File: config.mk
export PLATFORM = sky130hd
export DESIGN_NAME = wb_stage_flat
export DESIGN_NICKNAME = d
export VERILOG_FILES = /design/src/rtl/wb_stage_if.sv /design/src/rtl/wb_stage.sv /design/src/flat_wrapper.sv
export SDC_FILE = /design/constraint.sdc
export NUM_CORES = 1
export LEC_CHECK = 0
export ABC_AREA = 1
export CORE_ASPECT_RATIO = 1.1
export CORE_UTILIZATION = 50
export DETAILED_ROUTE_END_ITERATION = 7
export PLACE_DENSITY = 0.81
export SLEW_MARGIN = 15
export SYNTH_ARGS = -nofsm -noshare
export SYNTH_HDL_FRONTEND = slang
export SYNTH_SLANG_ARGS = --single-unit
export TNS_END_PERCENT = 100
File: constraint.sdc
create_clock -name clk -period 2.6 [get_ports clk]
set_clock_uncertainty 0.2 [all_clocks]
set_input_delay 0.39 -clock clk [delete_from_list [all_inputs] [get_ports clk]]
set_output_delay 0.39 -clock clk [all_outputs]
set_load 0.05 [all_outputs]
File: src/rtl/wb_stage_if.sv
// Memory-stage to write-back bundle: captured candidate values in, register-file
// write port and forwarding taps out.
interface wb_stage_if;
    logic        stall;
    logic        flush;
    logic        mem_valid;
    logic        mem_regwrite;
    logic [4:0]  mem_rd;
    logic [1:0]  mem_wdsel;
    logic [31:0] mem_alu;
    logic [31:0] mem_pc4;
    logic [31:0] mem_imm;
    logic [31:0] mem_rdata;
    logic [2:0]  mem_dmtype;
    logic [1:0]  mem_addr_lo;

    logic        RFWr;
    logic [4:0]  A3;
    logic [31:0] WD;
    logic        wb_valid;
    logic        fwd_en;
    logic [4:0]  fwd_rd;
    logic [31:0] fwd_data;
    logic [63:0] instret;

    modport master (
        output stall, flush, mem_valid, mem_regwrite, mem_rd, mem_wdsel,
               mem_alu, mem_pc4, mem_imm, mem_rdata, mem_dmtype, mem_addr_lo,
        input  RFWr, A3, WD, wb_valid, fwd_en, fwd_rd, fwd_data, instret
    );

    modport slave (
        input  stall, flush, mem_valid, mem_regwrite, mem_rd, mem_wdsel,
               mem_alu, mem_pc4, mem_imm, mem_rdata, mem_dmtype, mem_addr_lo,
        output RFWr, A3, WD, wb_valid, fwd_en, fwd_rd, fwd_data, instret
    );
endinterface

File: src/rtl/wb_stage.sv
// Write-back stage: MEM/WB pipeline register, load alignment, write-back mux,
// register-file write port and a 64-bit retired-instruction counter.
module wb_stage #(
    parameter logic [31:0] RESET_PC4 = 32'h0000_0000
) (
    input logic       clk,
    input logic       rst,
    wb_stage_if.slave bus
);

    logic        valid_q;
    logic        regwrite_q;
    logic [4:0]  rd_q;
    logic [1:0]  wdsel_q;
    logic [31:0] alu_q;
    logic [31:0] pc4_q;
    logic [31:0] imm_q;
    logic [31:0] rdata_q;
    logic [2:0]  dmtype_q;
    logic [1:0]  addr_lo_q;
    logic [63:0] instret_q;

    logic [7:0]  byte_val;
    logic [15:0] half_val;
    logic [31:0] load_val;
    logic [31:0] sel_val;
    logic        rfwr;

    // Flush only needs to kill valid/regwrite; the payload is don't-care.
    always_ff @(posedge clk or negedge rst) begin
        if (!rst) begin
            valid_q    <= 1'b0;
            regwrite_q <= 1'b0;
            rd_q       <= 5'd0;
            wdsel_q    <= 2'd0;
            alu_q      <= 32'd0;
            pc4_q      <= RESET_PC4;
            imm_q      <= 32'd0;
            rdata_q    <= 32'd0;
            dmtype_q   <= 3'd0;
            addr_lo_q  <= 2'd0;
        end else if (bus.flush) begin
            valid_q    <= 1'b0;
            regwrite_q <= 1'b0;
        end else if (!bus.stall) begin
            valid_q    <= bus.mem_valid;
            regwrite_q <= bus.mem_regwrite;
            rd_q       <= bus.mem_rd;
            wdsel_q    <= bus.mem_wdsel;
            alu_q      <= bus.mem_alu;
            pc4_q      <= bus.mem_pc4;
            imm_q      <= bus.mem_imm;
            rdata_q    <= bus.mem_rdata;
            dmtype_q   <= bus.mem_dmtype;
            addr_lo_q  <= bus.mem_addr_lo;
        end
    end

    // Count on the edge that lets the slot go, so a held instruction retires once.
    always_ff @(posedge clk or negedge rst) begin
        if (!rst) begin
            instret_q <= 64'd0;
        end else if (valid_q && !bus.stall) begin
            instret_q <= instret_q + 64'd1;
        end
    end

    always_comb begin
        byte_val = 8'd0;
        unique case (addr_lo_q)
            2'd0: byte_val = rdata_q[7:0];
            2'd1: byte_val = rdata_q[15:8];
            2'd2: byte_val = rdata_q[23:16];
            2'd3: byte_val = rdata_q[31:24];
        endcase
        half_val = addr_lo_q[1] ? rdata_q[31:16] : rdata_q[15:0];

        load_val = rdata_q;
        case (dmtype_q)
            3'b000:  load_val = {{24{byte_val[7]}}, byte_val};
            3'b001:  load_val = {{16{half_val[15]}}, half_val};
            3'b100:  load_val = {24'd0, byte_val};
            3'b101:  load_val = {16'd0, half_val};
            default: load_val = rdata_q;
        endcase
    end

    always_comb begin
        sel_val = 32'd0;
        unique case (wdsel_q)
            2'b00: sel_val = alu_q;
            2'b01: sel_val = load_val;
            2'b10: sel_val = pc4_q;
            2'b11: sel_val = imm_q;
        endcase
    end

    assign rfwr = valid_q & regwrite_q & (rd_q != 5'd0);

    assign bus.RFWr     = rfwr;
    assign bus.A3       = valid_q ? rd_q : 5'd0;
    assign bus.WD       = rfwr ? sel_val : 32'd0;
    assign bus.wb_valid = valid_q;
    assign bus.fwd_en   = rfwr;
    assign bus.fwd_rd   = valid_q ? rd_q : 5'd0;
    assign bus.fwd_data = rfwr ? sel_val : 32'd0;
    assign bus.instret  = instret_q;

endmodule

File: src/flat_wrapper.sv
// flat-port wrapper written by rule: the top's interface ports become plain ports
module wb_stage_flat 
#(
    parameter logic [31:0] RESET_PC4 = 32'h0000_0000
)
  (clk, rst, bus_stall, bus_flush, bus_mem_valid, bus_mem_regwrite, bus_mem_rd, bus_mem_wdsel, bus_mem_alu, bus_mem_pc4, bus_mem_imm, bus_mem_rdata, bus_mem_dmtype, bus_mem_addr_lo, bus_RFWr, bus_A3, bus_WD, bus_wb_valid, bus_fwd_en, bus_fwd_rd, bus_fwd_data, bus_instret);
  wb_stage_if bus_i ();
  input logic clk;
  input logic rst;
  input wire logic [$bits(bus_i.stall)-1:0] bus_stall;
  input wire logic [$bits(bus_i.flush)-1:0] bus_flush;
  input wire logic [$bits(bus_i.mem_valid)-1:0] bus_mem_valid;
  input wire logic [$bits(bus_i.mem_regwrite)-1:0] bus_mem_regwrite;
  input wire logic [$bits(bus_i.mem_rd)-1:0] bus_mem_rd;
  input wire logic [$bits(bus_i.mem_wdsel)-1:0] bus_mem_wdsel;
  input wire logic [$bits(bus_i.mem_alu)-1:0] bus_mem_alu;
  input wire logic [$bits(bus_i.mem_pc4)-1:0] bus_mem_pc4;
  input wire logic [$bits(bus_i.mem_imm)-1:0] bus_mem_imm;
  input wire logic [$bits(bus_i.mem_rdata)-1:0] bus_mem_rdata;
  input wire logic [$bits(bus_i.mem_dmtype)-1:0] bus_mem_dmtype;
  input wire logic [$bits(bus_i.mem_addr_lo)-1:0] bus_mem_addr_lo;
  output wire logic [$bits(bus_i.RFWr)-1:0] bus_RFWr;
  output wire logic [$bits(bus_i.A3)-1:0] bus_A3;
  output wire logic [$bits(bus_i.WD)-1:0] bus_WD;
  output wire logic [$bits(bus_i.wb_valid)-1:0] bus_wb_valid;
  output wire logic [$bits(bus_i.fwd_en)-1:0] bus_fwd_en;
  output wire logic [$bits(bus_i.fwd_rd)-1:0] bus_fwd_rd;
  output wire logic [$bits(bus_i.fwd_data)-1:0] bus_fwd_data;
  output wire logic [$bits(bus_i.instret)-1:0] bus_instret;
  assign bus_i.stall = bus_stall;
  assign bus_i.flush = bus_flush;
  assign bus_i.mem_valid = bus_mem_valid;
  assign bus_i.mem_regwrite = bus_mem_regwrite;
  assign bus_i.mem_rd = bus_mem_rd;
  assign bus_i.mem_wdsel = bus_mem_wdsel;
  assign bus_i.mem_alu = bus_mem_alu;
  assign bus_i.mem_pc4 = bus_mem_pc4;
  assign bus_i.mem_imm = bus_mem_imm;
  assign bus_i.mem_rdata = bus_mem_rdata;
  assign bus_i.mem_dmtype = bus_mem_dmtype;
  assign bus_i.mem_addr_lo = bus_mem_addr_lo;
  assign bus_RFWr = bus_i.RFWr;
  assign bus_A3 = bus_i.A3;
  assign bus_WD = bus_i.WD;
  assign bus_wb_valid = bus_i.wb_valid;
  assign bus_fwd_en = bus_i.fwd_en;
  assign bus_fwd_rd = bus_i.fwd_rd;
  assign bus_fwd_data = bus_i.fwd_data;
  assign bus_instret = bus_i.instret;
  wb_stage #(.RESET_PC4(RESET_PC4)) u_core (.clk(clk), .rst(rst), .bus(bus_i));
endmodule
==> run summary <==
share of the synthesized area in the top cell type - 0.4595
final period utilization - 1.079
count of pins over their slew limit - 0
DRT Pass-1 Iters - 7
FMAX - 356.6 MHz
routed vias - 11640
peak fanout along the critical path - 8
slew margin rel. - 0.6025
critical path launch point type - flop
DP HPWL - 27540 µm
Tot Pwr - 9.786 mW
largest net degree at the start of global routing - 85
Synthesis Warnings - 0
vias in the first global route - 11240
First DRT Iteration DRCs - 986
CTS tree - done
wire length per cell - 19.11 µm
IO Port Bufs - 286
share of cells above drive strength 1 - 0.1932
I/O pin count - 287
setup ws final - -0.2045 ns
Filler cells - 1464
Final setup viols - 62
initial antenna violation count - 4
Area growth, synth to finish - 52.00%
FP Rows - 57
RSZ-0062 raised after global routing - yes
Post-route DRC - 0
sequential share of the synthesized area - 0.4595
Via density - 5.508
clk root buf - clkbuf_16
CTS H-Tree Depth - 1
synth unique cells - 45
EDFF count, synth - 0
nets - 1948
die area - 23040 µm²
post-layout min period - 2.804 ns
Critical Path AT - 2.21 ns
clock-pin slew on the worst setup and hold paths - 0.06 ns
post-route cell area - 17050 µm²
failing checks - setup timing
synth cell count leaders - nand2_1, dfrtp_1, o21ai_0
outcome - finished with violations
maximum VDD drop - 0.0006012 V
syn avg cell area - 7.366 µm²
crit end category - output port
Total Routing Usage GR - 0.3362
Post-Syn Area - 11220 µm²
Hold Crit Class - in -> reg
DRT antenna net count - 0
most numerous cell in the Yosys netlist - nand2_1
GPL Wtd Cong - 0.9830
Syn Nets - 1670
starting density of the core - 0.5091
clk_lat worst skew - 0.52 ns
LEAKAGE - 7.491 nW
#FFs+latches synth - 206
ys async rst share - 1.000
Power Density - 573.9 nW/µm²
Die Wd - 144.8 µm
Final Hold Vio Count - 0
DRT Wirelength - 40400 µm
Max-Cap Viols - 0
core area - 22040 µm²
Worst Tran Pin Value - 0.5962 ns
Max Root-Sink Buffers - 3
Die Y - 159.1 µm
clk sinks - 206
flip-flop and latch area - 5162 µm²
CP required - 2.01 ns
area occupied by multi-input gates - 5838 µm²
first-pass GRT wire length - 59670 µm
critical path class - reg -> out
synthesized instance count - 1523
GRT overflow - 0
Yosys top cell by area - dfrtp_1
Synth area leaders - dfrtp_1, nand2_1, o21ai_0, inv_1, nor2_1
CTS buffer count - 23
Placed Instance Area - 15210 µm²
ys flop type - dfrtp_1
## area by class of cell
cell class	count	share of cell area
diodes	2	0.0002935
clock buffers	24	0.03456
clock inverters	17	0.01196
inverters	158	0.03566
multi-input cells	1062	0.3424
flip-flops and latches	206	0.3028
well taps	295	0.02165
repair buffers	350	0.2507
## metal layers
metal,global-route usage,up-vias,share of wire
li1,-,5326,-
met3,0.07278,115,0.092
met4,0.1129,4,0.045
met1,0.4173,5584,0.37
met2,0.5741,615,0.49
met5,0,-,0.00074
## critical path, cell delays in order, from the launching register on
cell,delay (ns)
dfrtp_2,0.48
inv_4,0.07
nand2_2,0.07
nand2_2,0.07
nand2_4,0.08
nand4_4,0.10
buf_4,0.19
nand2_8,0.14
nand2_2,0.08
a21oi_4,0.24
buf_12,0.17
## through the flow
| stage | instances | setup TNS (ns) | hold slack, ns | setup slack, ns | util |
|---|---|---|---|---|---|
| after floorplan | 1523 | -0.2504 | -0.1056 | -0.07966 | - |
| after global placement | 2041 | 0 | 0.2340 | 0.1741 | 0.6904 |
| after detailed placement | 2041 | 0 | 0.2401 | 0.1314 | 0.6904 |
| after CTS | 2098 | -7.987 | 0.1989 | -0.1974 | 0.7470 |
| after global routing | 2112 | -12.58 | 0.2103 | -0.2628 | 0.7735 |
| final | 2114 | -9.155 | 0.2053 | -0.2045 | 0.7737 |
## power breakdown
| group | internal, mW | switching, mW | leakage, nW |
|---|---|---|---|
| Clock | 1.98 | 1.43 | 0.369 |
| Combinational | 0.998 | 1.59 | 4.50 |
| Sequential | 3.54 | 0.247 | 2.62 |
## cell usage in the layout (no fill, tap or decap), types with 15 or more instances in the layout
cell and instances:
a21oi_1 24, a21oi_4 29, nand4_1 17, nor2_4 15
clkdlybuf4s50_1 217, nor2_1 106, o21ai_1 24, dfrtp_1 200
nand2_2 23, clkbuf_16 27, buf_12 77, nand2_4 23
inv_1 143, nand3_1 31, xnor2_1 18, buf_4 36
o21ai_0 148, xor2_1 20, nand2_1 489
## cells by family after synthesis
kind of cell | after synthesis | share of synthesized area
DFF | 206 | 0.4595
xor gates and xnor gates | 39 | 0.03112
adders and majority gates | 1 | 0.001115
AOI/OAI and AO/OA | 267 | 0.1220
buffers and inverters | 256 | 0.1033
and+or+nand+nor | 754 | 0.2830
## worst paths after layout
| check | to | slack (ns) | cells after the start | startpoint |
|---|---|---|---|---|
| max in group asynchronous | u_core.bus.instret[56] | 1.23 | 3 | rst |
| max | bus_WD[18] | -0.20 | 10 | u_core.addr_lo_q[1] |
| min | u_core.pc4_q[5] | 0.21 | 3 | bus_mem_pc4[5] |
| max reg2reg | u_core.bus.instret[54] | 0.46 | 10 | u_core.bus.instret[0] |
| min reg2reg | u_core.alu_q[29] | 0.27 | 2 | u_core.alu_q[29] |
| min in group asynchronous | u_core.imm_q[3] | 0.24 | 2 | rst |
## registers in the layout, indices dropped and copies added, names as in the netlist
| signal | flops |
|---|---|
| u_core.alu_q | 32 |
| u_core.bus.wb_valid | 1 |
| u_core.wdsel_q | 2 |
| u_core.rdata_q | 32 |
| u_core.dmtype_q | 3 |
| u_core.addr_lo_q | 2 |
| u_core.imm_q | 32 |
| u_core.pc4_q | 32 |
| u_core.rd_q | 5 |
| u_core.regwrite_q | 1 |
| u_core.bus.instret | 64 |
## what timing repair did
action | in CTS | in global routing
gates resized for setup | 104 | 115
hold buffers | 1 | 0
pin swaps | 18 | 43
setup endpoints to repair | 64 | 66
setup buffers | 14 | 9
hold endpoints to repair | 61 | 0
cloned | 1 | 6
No activity file was read; power rests on OpenSTA's default activity.
